[src/rtl/fwd_pkg.sv]
// Shared types and helpers for the forwarding/hazard controller.
// Tag layout, ready-stage rule and the opcode classes decode uses to derive wr/ld/rt_st.
package fwd_pkg;

  localparam int RD_MAX_W = 8;
  localparam int SEL_RF   = 0;

  localparam logic [3:0] OP_LW         = 4'b1000;
  localparam logic [3:0] OP_SW         = 4'b1001;
  localparam logic [1:0] OP_CLASS_CTRL = 2'b11;

  typedef struct packed {
    logic                vld;
    logic [RD_MAX_W-1:0] rd;
    logic                wr;
    logic                ld;
    logic                st_fwd;
  } fwd_tag_t;

  localparam fwd_tag_t TAG_BUBBLE = '0;

  // Stage index at which a producer's result can be forwarded.
  function automatic int ready_stage(input logic ld, input int load_lat);
    return ld ? (32'sd2 + load_lat) : 32'sd2;
  endfunction

  function automatic void decode_class(input logic [3:0] op, output logic wr,
                                       output logic ld, output logic rt_st);
    ld    = (op == OP_LW);
    rt_st = (op == OP_SW);
    wr    = !rt_st && (op[3:2] != OP_CLASS_CTRL);
  endfunction

endpackage

[src/rtl/fwd_tag_pipe.sv]
// Destination-tag shift register for the stages after ID.
// A bubble replaces the ID entry on stall/flush/invalid; flush also squashes the EX entry.
module fwd_tag_pipe
  import fwd_pkg::*;
#(
  parameter int DEPTH = 3
) (
  input  logic                   clk,
  input  logic                   rst_n,
  input  logic                   adv,
  input  logic                   bubble,
  input  logic                   flush,
  input  fwd_tag_t               id_tag,
  output fwd_tag_t [DEPTH:1]     tag
);

  fwd_tag_t [DEPTH:1] tag_r;

  // Tag shift on every pipeline advance; hold while frozen.
  always_ff @(posedge clk or negedge rst_n) begin
    if (!rst_n) begin
      tag_r <= '0;
    end else if (adv) begin
      tag_r[1] <= bubble ? TAG_BUBBLE : id_tag;
      tag_r[2] <= flush ? TAG_BUBBLE : tag_r[1];
      for (int k = 3; k <= DEPTH; k++) begin
        tag_r[k] <= tag_r[k-1];
      end
    end
  end

  assign tag = tag_r;

endmodule

[src/rtl/fwd_hazard_ctrl.sv]
// Forwarding and load-use hazard controller: registered EX selects, MEM-to-MEM store forward, ID stall.
// Optional FWD_PERF_CNT_EN adds saturating stall_cnt / fwd_cnt outputs.
module fwd_hazard_ctrl
  import fwd_pkg::*;
#(
  parameter  int REG_W    = 4,
  parameter  int DEPTH    = 3,
  parameter  int LOAD_LAT = 1,
  localparam int SEL_W    = $clog2(DEPTH)
) (
  input  logic             clk,
  input  logic             rst_n,
  input  logic             pipe_adv,
  input  logic             flush,
  input  logic             id_valid,
  input  logic [REG_W-1:0] id_rs,
  input  logic [REG_W-1:0] id_rt,
  input  logic             id_rs_used,
  input  logic             id_rt_used,
  input  logic             id_rt_st,
  input  logic [REG_W-1:0] id_rd,
  input  logic             id_wr,
  input  logic             id_ld,
  output logic             stall_id,
  output logic [SEL_W-1:0] ex_sel_rs,
  output logic [SEL_W-1:0] ex_sel_rt,
  output logic             mem_st_fwd
`ifdef FWD_PERF_CNT_EN
  ,
  output logic [15:0]      stall_cnt,
  output logic [15:0]      fwd_cnt
`endif
);

  // A store can take load data in MEM only if the load is ready one stage past MEM.
  localparam logic ST_FWD_OK = (ready_stage(1'b1, LOAD_LAT) <= 32'sd3);

  fwd_tag_t [DEPTH:1] tag;
  fwd_tag_t           id_tag_s;
  logic               stall_s;
  logic               bubble_s;
  logic               rs_hz_s, rt_hz_s, rs_stf_s, rt_stf_s;
  logic [SEL_W-1:0]   rs_sel_s, rt_sel_s;
  logic               unused_s;

  // Youngest in-flight writer of src decides: forward, store-forward, or stall.
  function automatic void lookup(input fwd_tag_t [DEPTH:1] t, input logic [REG_W-1:0] src,
                                 input logic used, input logic st, output logic hz,
                                 output logic [SEL_W-1:0] sel, output logic stf);
    logic [SEL_W-1:0] yk;
    logic             y_ld;
    logic             hit;
    yk   = SEL_W'(SEL_RF);
    y_ld = 1'b0;
    for (int k = DEPTH - 1; k >= 1; k--) begin
      hit  = used && (src != '0) && t[k].vld && t[k].wr && (t[k].rd == RD_MAX_W'(src));
      yk   = hit ? SEL_W'(k) : yk;
      y_ld = hit ? t[k].ld : y_ld;
    end
    hz  = 1'b0;
    sel = SEL_W'(SEL_RF);
    stf = 1'b0;
    if (yk == SEL_W'(SEL_RF)) begin
      sel = SEL_W'(SEL_RF);
    end else if (int'(yk) + 32'sd1 >= ready_stage(y_ld, LOAD_LAT)) begin
      sel = yk;
    end else if (st && y_ld && (yk == SEL_W'(1)) && ST_FWD_OK) begin
      stf = 1'b1;
    end else begin
      hz = 1'b1;
    end
  endfunction

  // Hazard detection and the tag offered to the EX stage.
  always_comb begin
    lookup(tag, id_rs, id_rs_used, 1'b0, rs_hz_s, rs_sel_s, rs_stf_s);
    lookup(tag, id_rt, id_rt_used, id_rt_st, rt_hz_s, rt_sel_s, rt_stf_s);
    stall_s  = id_valid && !flush && (rs_hz_s || rt_hz_s);
    bubble_s = stall_s || flush || !id_valid;
    id_tag_s = '{vld: 1'b1, rd: RD_MAX_W'(id_rd), wr: id_wr, ld: id_ld, st_fwd: rt_stf_s};
  end

  assign stall_id = stall_s;
  assign unused_s = ^{tag, rs_stf_s};

  fwd_tag_pipe #(.DEPTH(DEPTH)) u_tag_pipe (
    .clk    (clk),
    .rst_n  (rst_n),
    .adv    (pipe_adv),
    .bubble (bubble_s),
    .flush  (flush),
    .id_tag (id_tag_s),
    .tag    (tag)
  );

  // Selects follow the instruction entering EX; mem_st_fwd follows the entry entering MEM.
  always_ff @(posedge clk or negedge rst_n) begin
    if (!rst_n) begin
      ex_sel_rs  <= SEL_W'(SEL_RF);
      ex_sel_rt  <= SEL_W'(SEL_RF);
      mem_st_fwd <= 1'b0;
    end else if (pipe_adv) begin
      ex_sel_rs  <= bubble_s ? SEL_W'(SEL_RF) : rs_sel_s;
      ex_sel_rt  <= bubble_s ? SEL_W'(SEL_RF) : rt_sel_s;
      mem_st_fwd <= !flush && tag[1].vld && tag[1].st_fwd;
    end
  end

`ifdef FWD_PERF_CNT_EN
  // Saturating event counters for stalls and registered forwards.
  always_ff @(posedge clk or negedge rst_n) begin
    if (!rst_n) begin
      stall_cnt <= 16'd0;
      fwd_cnt   <= 16'd0;
    end else if (pipe_adv) begin
      if (stall_s && (stall_cnt != 16'hFFFF)) begin
        stall_cnt <= stall_cnt + 16'd1;
      end
      if (!bubble_s && ((rs_sel_s != '0) || (rt_sel_s != '0) || rt_stf_s) &&
          (fwd_cnt != 16'hFFFF)) begin
        fwd_cnt <= fwd_cnt + 16'd1;
      end
    end
  end
`endif

endmodule

[config.mk]
export PLATFORM = sky130hd
export DESIGN_NAME = fwd_hazard_ctrl
export DESIGN_NICKNAME = d
export VERILOG_FILES = /design/src/rtl/fwd_pkg.sv /design/src/rtl/fwd_tag_pipe.sv /design/src/rtl/fwd_hazard_ctrl.sv
export SDC_FILE = /design/constraint.sdc
export NUM_CORES = 1
export LEC_CHECK = 0
export ABC_AREA = 1
export CORE_MARGIN = 2
export CORE_UTILIZATION = 30
export CTS_CLUSTER_DIAMETER = 120
export DETAILED_ROUTE_END_ITERATION = 8
export HOLD_SLACK_MARGIN = 0.06
export PLACE_DENSITY = 0.51
export SLEW_MARGIN = 40
export SYNTH_ARGS = -nofsm -noshare
export SYNTH_HDL_FRONTEND = slang
export SYNTH_SLANG_ARGS = --single-unit
[constraint.sdc]
create_clock -name clk -period 1.44 [get_ports clk]
set_input_delay 0.216 -clock clk [delete_from_list [all_inputs] [get_ports clk]]
set_output_delay 0.216 -clock clk [all_outputs]
set_load 0.005 [all_outputs]
==> flow_metrics.py, run 1 <==
metrics = {
    "run_status": {
        "status": "complete, but fails checks",
        "violations": "negative setup slack",
    },
    "worst_setup_path": {
        "worst_path_largest_cell_delay_ps": 420,
        "cp.depth": 9,
        "endpoint": "stall_id",
        "r2r-start": "u_tag_pipe.tag[4]",
        "setup.worst_path.start_class": "flop",
        "slowest_stage": "dfrtp_1",
        "rrSetupSlack_ps": 30,
        "cp-end-kind": "primary output",
        "worstRegToRegCells": 10,
        "critical_path.max_fanout": 4,
        "path_delay_family": "simple AND/OR/NAND/NOR gates",
        "crit_start": "u_tag_pipe.tag[4]",
        "reg2reg_to": "u_tag_pipe.tag[3]",
        "critPathBufInv": 3,
        "worstPathCellList": "inv_2 -> nand2_1 -> nand3_1 -> nor2_4 -> nand3_1 -> nand2_1 -> nand2_2 -> inv_1 -> buf_2",
        "cp.arrival_ps": 1430,
        "crit_type": "reg -> out",
        "crit_required_ps": 1220,
    },
    "placement": {
        "io_buffers": 27,
        "dp_hpwl_mm": 2.18,
        "detailedPlace.worstSlack_ps": -635,
        "place_congestion": 0.926,
        "placed_area_um2": 1560,
    },
    "finish": {
        "final_cell_mix": "nand2_1, buf_4, dfrtp_1, clkdlybuf4s50_1",
        "fin_nets": 234,
        "final_common_cell": "nand2_1",
        "syn2layout_area_growth_pct": 47.5,
        "layout-drive-gt1-share_pct": 18.0,
        "design_area_um2": 1610,
        "antenna_cells": 0,
    },
    "sta": {
        "final-setup-viol-count": 1,
        "finalCritPeriodShare_pct": 114,
        "finalSetupTns_ps": -208,
        "worst_hold_slack_ps": 246,
        "fin_skew_ps": 2.47,
        "final_max_slew_viol_count": 0,
        "worst_pin_slew_ps": 248,
        "fin_crit_ps": 1650,
        "max-slew-margin-rel_pct": 83.5,
        "rsz0062_at_grt": "true",
        "fin_ws_ps": -208,
        "fmax_mhz": 607,
        "finalHoldViolations": 0,
    },
    "floorplan": {
        "initial_core_util_pct": 32.0,
        "core_um2": 3420,
        "dieWidth_um": 64.3,
        "rows": 21,
        "io_pins": 28,
        "dieArea_um2": 4140,
        "die_h_um": 64.3,
    },
    "synth": {
        "yosysSeqAreaShare_pct": 43.5,
        "synth_nets": 180,
        "avgSynthCellArea_um2": 6.91,
        "yosys_warnings": 0,
        "synth_largest_area_cell": "dfrtp_1",
        "synth_seq_cells": 19,
        "synth_area_leaders": "dfrtp_1, nand2_1, nand3_1",
        "synthCells": 158,
        "synth_top_area_share_pct": 43.5,
        "synth_cell_types": 17,
        "netlist_area_um2": 1090,
    },
    "clock_tree": {
        "cts_buffers": 3,
        "clkSinkCount": 19,
        "h-tree-depth": 1,
        "cts_buffer_depth": 2,
        "path_clk_slew_ps": 100,
        "clock_latency_ps": 290,
        "cts_tree": "built",
        "cts-root-buf": "clkbuf_4",
        "holdBufCountCts": 0,
    },
    "pwr": {
        "clock_power_share_pct": 25.0,
        "p_sw_share_pct": 25.9,
        "comb_power_share_pct": 20.9,
        "intPower_uw": 780,
        "irDropWorstVdd_v": 0.000311,
        "p_leak_uw": 0.000877,
        "seqPwrFrac_pct": 54.1,
        "power_density_nw_per_um2": 654,
        "p_sw_uw": 273,
    },
    "global_routing": {
        "grt_pass1_vias": 1088,
        "grt_usage_pct": 14.7,
        "antenna_found_initial": 0,
        "grt_pass1_wl_mm": 4.86,
        "overflow": 0,
        "grt_max_degree": 20,
    },
    "drt": {
        "wirelength_met1_mm": 1.37,
        "drc": 0,
        "drt_iter0_drc": 43,
        "vias": 1109,
        "drt-wirelength-per-cell_um": 10.8,
        "routed.top_layer": "met4",
        "firstDrtPassIters": 4,
        "drt-total-wl_mm": 2.77,
        "antenna_left": 0,
        "viasPerCell": 4.32,
        "wl_met2_mm": 1.19,
        "dr_wl_met3_um": 145,
    },
    "min_path": {
        "hp-class": "in -> async",
    },
    "job": {
        "cap_violations": 0,
    },
}
-- worst min-delay path by stage --
stage | startpoint | to | slack [ps] | depth (start not counted)
2_1_floorplan | rst_n | ex_sel_rs[0] | -80 | 0
3_3_place_gp | ex_sel_rs[0] | ex_sel_rs[0] | 470 | 2
3_5_place_dp | ex_sel_rs[1] | ex_sel_rs[1] | 470 | 2
4_1_cts | rst_n | ex_sel_rs[0] | 250 | 2
5_1_grt | rst_n | ex_sel_rt[0] | 240 | 2
6_report | rst_n | ex_sel_rs[0] | 250 | 2
-- stage by stage --
| stage | power, uW | std cells | util [%] |
|---|---|---|---|
| floorplan | 657 | 158 | - |
| global placement | 798 | 249 | 45.6 |
| detailed placement | 797 | 249 | 45.6 |
| CTS | 1060 | 254 | 46.3 |
| global route | 1130 | 257 | 47.2 |
| finish | 1050 | 257 | 47.2 |
-- area by class of cell --
class	instances	area, um2
inverters	19	71.3
well taps	46	57.6
clock buffers	4	26.3
flip-flops and latches	19	475
multi-input cells	116	529
repair buffers	53	452
fillers	380	1800
-- state kept, by name, indices dropped and copies added, names as in the netlist --
| signal | count |
|---|---|
| mem_st_fwd | 1 |
| u_tag_pipe.tag | 14 |
| ex_sel_rt | 2 |
| ex_sel_rs | 2 |
-- power by group through the flow --
stage          clock network, uW  logic (uW)  registers, uW
2_1_floorplan                  0        79.7            577
3_3_place_gp                   0         218            580
3_5_place_dp                   0         217            580
4_1_cts                      277         215            570
5_1_grt                      314         246            574
6_report                     263         220            570
-- synthesized netlist by cell type (all sizes together) --
library cell / instances
a32o: 1
o21ai: 7
xnor2: 4
clkbuf: 2
dfrtp: 19
xor2: 2
nand2: 62
buf: 2
a22o: 1
nor2: 19
o22ai: 1
inv: 19
nand3: 15
a21oi: 4
-- layer usage --
metal  GRT usage [%]  up-vias
met4            6.12        0
met2            23.0       27
met1            20.3      484
met3            2.29        6
li1                -      592
met5               0        -
-- cell families after synthesis --
group           share of synthesized area, %
compound gates                          7.33
simple gates                            35.4
flops                                   43.5
xor+xnor                                4.81
buf+inv                                 8.94
-- what timing repair did --
action / 4_1_cts / 5_1_grt
setup buffers: 1 / 3
gates resized for setup: 15 / 2
pin swaps: 3 / 2
setup endpoints to repair: 2 / 13
Note: power is estimated with default switching activity, not from simulation.
==> inputs of run 2 (changes only) <==
--- a/config.mk
+++ b/config.mk
@@ -6,13 +6,14 @@
 export NUM_CORES = 1
 export LEC_CHECK = 0
 export ABC_AREA = 1
+export CELL_PAD_IN_SITES_DETAIL_PLACEMENT = 2
+export CELL_PAD_IN_SITES_GLOBAL_PLACEMENT = 2
 export CORE_MARGIN = 2
-export CORE_UTILIZATION = 30
+export CORE_UTILIZATION = 25
 export CTS_CLUSTER_DIAMETER = 120
 export DETAILED_ROUTE_END_ITERATION = 8
 export HOLD_SLACK_MARGIN = 0.06
-export PLACE_DENSITY = 0.51
-export SLEW_MARGIN = 40
+export PLACE_DENSITY = 0.74
 export SYNTH_ARGS = -nofsm -noshare
 export SYNTH_HDL_FRONTEND = slang
 export SYNTH_SLANG_ARGS = --single-unit
==> flow_metrics.py, run 2 (synthesis results as in run 1) <==
metrics = {
    "worst_setup_path": {
        "path_delay_family": "simple AND/OR/NAND/NOR gates",
        "crit_top_cell": "nand2_1",
        "crit_required_ps": 1220,
        "reg2reg_to": "ex_sel_rt[0]",
        "r2r-start": "u_tag_pipe.tag[5]",
        "critical_path.max_fanout": 4,
        "critPathBufInv": 3,
        "worstRegToRegCells": 11,
        "worst_path_largest_cell_delay_ps": 410,
        "cp-end-kind": "primary output",
        "rrSetupSlack_ps": -30,
        "slowest_stage": "dfrtp_1",
        "worstPathCellList": "inv_2 -> nand2_1 -> nand2_1 -> nand2_1 -> nor2_2 -> nand3_1 -> nand2_2 -> nand2_2 -> inv_2 -> buf_6",
        "crit_type": "reg -> out",
        "setup.worst_path.start_class": "flop",
        "cp.arrival_ps": 1430,
    },
    "clock_tree": {
        "cts_buffers": 3,
        "h-tree-depth": 1,
        "cts_buffer_depth": 2,
        "path_clk_slew_ps": 80,
        "cts_tree": "built",
        "cts-root-buf": "clkbuf_8",
        "holdBufCountCts": 0,
        "clkSinkCount": 19,
        "clock_latency_ps": 270,
    },
    "floorplan": {
        "io_pins": 28,
        "dieWidth_um": 70.1,
        "rows": 24,
        "core_um2": 4290,
        "dieArea_um2": 4910,
        "initial_core_util_pct": 25.4,
        "die_h_um": 70.1,
    },
    "global_routing": {
        "grt_pass1_wl_mm": 6.73,
        "grt_usage_pct": 17.5,
        "grt_max_degree": 20,
        "grt_pass1_vias": 1360,
        "antenna_found_initial": 0,
        "overflow": 0,
    },
    "sta": {
        "finalHoldViolations": 0,
        "finalCritPeriodShare_pct": 114,
        "fin_skew_ps": 5.31,
        "final-setup-viol-count": 7,
        "max-slew-margin-rel_pct": 81.3,
        "final_max_slew_viol_count": 0,
        "fin_ws_ps": -205,
        "worst_hold_slack_ps": 287,
        "worst_pin_slew_ps": 281,
        "finalSetupTns_ps": -277,
        "rsz0062_at_grt": "true",
        "fmax_mhz": 608,
        "fin_crit_ps": 1640,
    },
    "pwr": {
        "power_density_nw_per_um2": 725,
        "power.total_uw": 1210,
        "p_sw_share_pct": 28.6,
        "p_leak_uw": 0.000893,
        "irDropWorstVdd_v": 0.000287,
        "comb_power_share_pct": 19.6,
        "clock_power_share_pct": 33.2,
        "p_sw_uw": 347,
        "intPower_uw": 864,
        "seqPwrFrac_pct": 47.2,
    },
    "run_status": {
        "violations": "negative setup slack",
        "status": "complete, but fails checks",
    },
    "drt": {
        "routed.top_layer": "met4",
        "wl_met2_mm": 2.11,
        "antenna_left": 0,
        "drt-total-wl_mm": 4.09,
        "drt_iter0_drc": 16,
        "dr_wl_met3_um": 118,
        "firstDrtPassIters": 4,
        "drt-wirelength-per-cell_um": 15.5,
        "viasPerCell": 4.56,
        "vias": 1198,
        "wirelength_met1_mm": 1.81,
        "drc": 0,
    },
    "finish": {
        "fin_util_pct": 38.9,
        "n_fill_cell": 515,
        "layout-drive-gt1-share_pct": 24.2,
        "final_common_cell": "nand2_1",
        "final_cell_mix": "nand2_1, buf_4, dfrtp_1, clkdlybuf4s50_1",
        "largest_register_ffs": 14,
        "syn2layout_area_growth_pct": 52.9,
        "antenna_cells": 0,
        "fin_nets": 234,
    },
    "min_path": {
        "hp-class": "in -> async",
    },
    "placement": {
        "io_buffers": 27,
        "place_congestion": 0.877,
        "detailedPlace.worstSlack_ps": -729,
        "dp_hpwl_mm": 3.09,
    },
    "job": {
        "cap_violations": 0,
    },
}
-- run 2: changes by cell type in the layout (fill, tap and decap cells not counted), moves of 2 or more --
cell / previous run / this run
clkbuf_4: 3 / 0
clkbuf_8: 0 / 3
inv_1: 16 / 14
inv_2: 3 / 5
nand2_1: 60 / 55
nand2_2: 2 / 7
nor2_1: 16 / 14
nor2_2: 2 / 5
-- run 2: routing by layer --
| metal | global-route usage, % | up-vias |
|---|---|---|
| met5 | 0 | - |
| met4 | 5.13 | 0 |
| met3 | 2.31 | 5 |
| met2 | 31.3 | 24 |
| met1 | 21.8 | 579 |
| li1 | - | 590 |
-- run 2: through the flow --
stage / cells / area (um2)
floorplan: 158 / 1090
global placement: 257 / 1580
finish: 263 / 1670
detailed placement: 257 / 1580
global route: 263 / 1670
CTS: 262 / 1620
-- run 2: worst reg2reg max path: cells and delay by family, from the launching register on --
kind / cells / cell delay [ps]
and+or+nand+nor: 9 / 680
DFF: 1 / 410
buffers and inverters: 2 / 270
-- run 2: layout make-up --
| class | count | area (um2) | area share, % |
|---|---|---|---|
| Clock buffer | 3 | 41.3 | 2.47 |
| Clock inverter | 1 | 5.00 | 0.300 |
| Inverter | 19 | 71.3 | 4.27 |
| Multi-Input combinational cell | 116 | 551 | 33.0 |
| Sequential cell | 19 | 477 | 28.5 |
| Tap cell | 52 | 65.1 | 3.90 |
| Timing Repair Buffer | 53 | 460 | 27.6 |
-- run 2: worst max path at each step --
stage                     to               from  slack [ps]  cells past startpoint
floorplan           stall_id  u_tag_pipe.tag[5]         150                     10
global placement    stall_id           id_rt[0]        -650                     10
detailed placement  stall_id           id_rt[0]        -730                     10
CTS                 stall_id  u_tag_pipe.tag[6]        -320                     11
global route        stall_id  u_tag_pipe.tag[6]        -320                     11
finish              stall_id  u_tag_pipe.tag[5]        -200                     10
-- run 2: timing repair --
action	in CTS	in global routing
pin swaps	5	10
buffers inserted	2	2
resized for setup	13	17
endpoints found under the setup margin	13	13
-- run 2: power by group through the flow --
stage	logic (uW)	clock network (uW)	registers (uW)
finish	237	402	572
floorplan	79.7	0	577
detailed placement	235	0	581
global route	263	445	576
global placement	222	0	579
CTS	231	409	571
==> inputs of run 3 (changes only) <==
--- a/config.mk
+++ b/config.mk
@@ -12,7 +12,9 @@
 export CORE_UTILIZATION = 25
 export CTS_CLUSTER_DIAMETER = 120
 export DETAILED_ROUTE_END_ITERATION = 8
+export GPL_TIMING_DRIVEN = 0
 export HOLD_SLACK_MARGIN = 0.06
+export MAX_ROUTING_LAYER = met4
 export PLACE_DENSITY = 0.74
 export SYNTH_ARGS = -nofsm -noshare
 export SYNTH_HDL_FRONTEND = slang
==> flow_metrics.py, run 3 (synthesis results as in run 1) <==
metrics = {
    "pwr": {
        "clock_power_share_pct": 32.7,
        "power.total_uw": 1190,
        "seqPwrFrac_pct": 48.3,
        "p_sw_uw": 342,
        "comb_power_share_pct": 18.9,
        "irDropWorstVdd_v": 0.000378,
        "p_sw_share_pct": 28.7,
        "p_leak_uw": 0.000884,
        "intPower_uw": 847,
        "power_density_nw_per_um2": 695,
    },
    "worst_setup_path": {
        "slowest_stage": "dfrtp_1",
        "cp-end-kind": "primary output",
        "critical_path.max_fanout": 2,
        "worst_path_largest_cell_delay_ps": 410,
        "crit_required_ps": 1220,
        "crit_type": "reg -> out",
        "setup.worst_path.start_class": "flop",
        "cp.arrival_ps": 1760,
        "worstPathCellList": "buf_4 -> nand2_1 -> nand3_2 -> nor2_4 -> nand3_2 -> nand2_2 -> nand2_2 -> buf_6 -> inv_2 -> buf_2",
    },
    "drt": {
        "antenna_left": 0,
        "drc": 0,
        "drt-total-wl_mm": 4.73,
        "firstDrtPassIters": 4,
        "viasPerCell": 4.85,
        "drt_iter0_drc": 41,
        "vias": 1260,
        "drt-wirelength-per-cell_um": 18.2,
    },
    "clock_tree": {
        "clock_latency_ps": 260,
        "path_clk_slew_ps": 80,
        "clkSinkCount": 19,
        "cts-root-buf": "clkbuf_8",
        "cts_tree": "built",
        "cts_buffer_depth": 2,
        "cts_buffers": 3,
        "h-tree-depth": 1,
    },
    "global_routing": {
        "grt_pass1_wl_mm": 7.55,
        "grt_pass1_vias": 1431,
        "overflow": 0,
        "grt_use_met2_pct": 37.6,
        "use_met3_pct": 2.89,
        "top_usage_layer": "met2",
        "grt_max_degree": 20,
        "use_met1_pct": 23.1,
        "antenna_found_initial": 0,
        "grt_usage_pct": 20.6,
    },
    "run_status": {
        "status": "complete, but fails checks",
        "violations": "negative setup slack",
    },
    "floorplan": {
        "rows": 24,
        "io_pins": 28,
        "core_um2": 4290,
        "dieArea_um2": 4910,
        "dieWidth_um": 70.1,
        "die_h_um": 70.1,
        "initial_core_util_pct": 25.4,
    },
    "placement": {
        "dp_hpwl_mm": 2.84,
        "place_congestion": 0.785,
        "io_buffers": 27,
        "detailedPlace.worstSlack_ps": -924,
    },
    "finish": {
        "fin_nets": 231,
        "antenna_cells": 0,
        "largest_register_ffs": 14,
        "layout-drive-gt1-share_pct": 26.4,
        "final_common_cell": "nand2_1",
        "final_cell_mix": "nand2_1, dfrtp_1, clkdlybuf4s50_1",
        "n_fill_cell": 512,
        "syn2layout_area_growth_pct": 56.5,
    },
    "job": {
        "cap_violations": 0,
    },
    "sta": {
        "worst_pin_slew_ps": 944,
        "fin_skew_ps": 3.98,
        "finalHoldViolations": 0,
        "finalCritPeriodShare_pct": 137,
        "final-setup-viol-count": 13,
        "final_max_slew_viol_count": 0,
        "fmax_mhz": 506,
        "finalSetupTns_ps": -4590,
        "fin_ws_ps": -537,
        "fin_crit_ps": 1980,
        "max-slew-margin-rel_pct": 36.9,
        "worst_hold_slack_ps": 475,
        "rsz0062_at_grt": "true",
    },
    "min_path": {
        "hp-class": "in -> async",
    },
}
## run 3: changes by cell type in the layout (fill, tap and decap cells not counted), moves of 2 or more
cell      before  now
buf_4         26   11
nand3_1       14   12
buf_6          1   10
nand3_2        1    3
clkbuf_1       0    2
nor2_2         5    7
inv_1         14   12
inv_2          5    7
nor2_1        14   11
## run 3: worst paths after layout
path	from	end	slack [ps]	cells after the start
max	u_tag_pipe.tag[3]	stall_id	-540	10
min	rst_n	u_tag_pipe.tag[1]	480	1
max reg2reg	u_tag_pipe.tag[3]	ex_sel_rt[1]	-460	15
min in group clk	u_tag_pipe.tag[23]	u_tag_pipe.tag[23]	490	2
max in group asynchronous	rst_n	u_tag_pipe.tag[6]	330	1
min reg2reg	u_tag_pipe.tag[23]	u_tag_pipe.tag[23]	490	2
## run 3: worst max-delay path: cells and delay by family (launching register included)
kind / cells / cell delay [ps]
AND/OR/NAND/NOR: 6 / 680
flip-flops: 1 / 410
buffers and inverters: 4 / 400
## run 3: power groups by stage
| stage | Clock, uW | Combinational [uW] | Sequential, uW |
|---|---|---|---|
| 2_1_floorplan | 0 | 79.7 | 577 |
| 6_report | 389 | 225 | 575 |
| 3_3_place_gp | 0 | 180 | 582 |
| 4_1_cts | 395 | 207 | 572 |
| 5_1_grt | 430 | 248 | 578 |
| 3_5_place_dp | 0 | 187 | 584 |
## run 3: metrics by stage
| step | util (%) | instance area, um2 | cells |
|---|---|---|---|
| 2_1_floorplan | - | 1090 | 158 |
| 3_3_place_gp | 33.2 | 1430 | 237 |
| 3_5_place_dp | 33.2 | 1430 | 237 |
| 4_1_cts | 38.3 | 1650 | 259 |
| 5_1_grt | 39.8 | 1710 | 260 |
| 6_report | 39.8 | 1710 | 260 |
## run 3: timing repair
item	in CTS	in global routing
pin swaps	25	15
buffers inserted	51	5
setup endpoints to repair	12	13
gates resized for setup	35	18
hold buffers	0	0
## run 3: layer usage
metal / part of all wire, % / vias up
met5: 0 / -
met4: 2.2 / 0
met2: 55 / 29
met3: 2.9 / 8
met1: 40 / 638
li1: - / 585
## run 3: cell type report
class                           instances  area (um2)  share of cell area, %
Sequential cell                        19         477                   27.9
Inverter                               19        71.3                   4.17
Timing Repair Buffer                   46         432                   25.3
Tap cell                               52        65.1                   3.81
Multi-Input combinational cell        116         592                   34.6
Clock buffer                            3        41.3                   2.42
Clock inverter                          1        5.00                  0.293
Buffer                                  4        26.3                   1.54
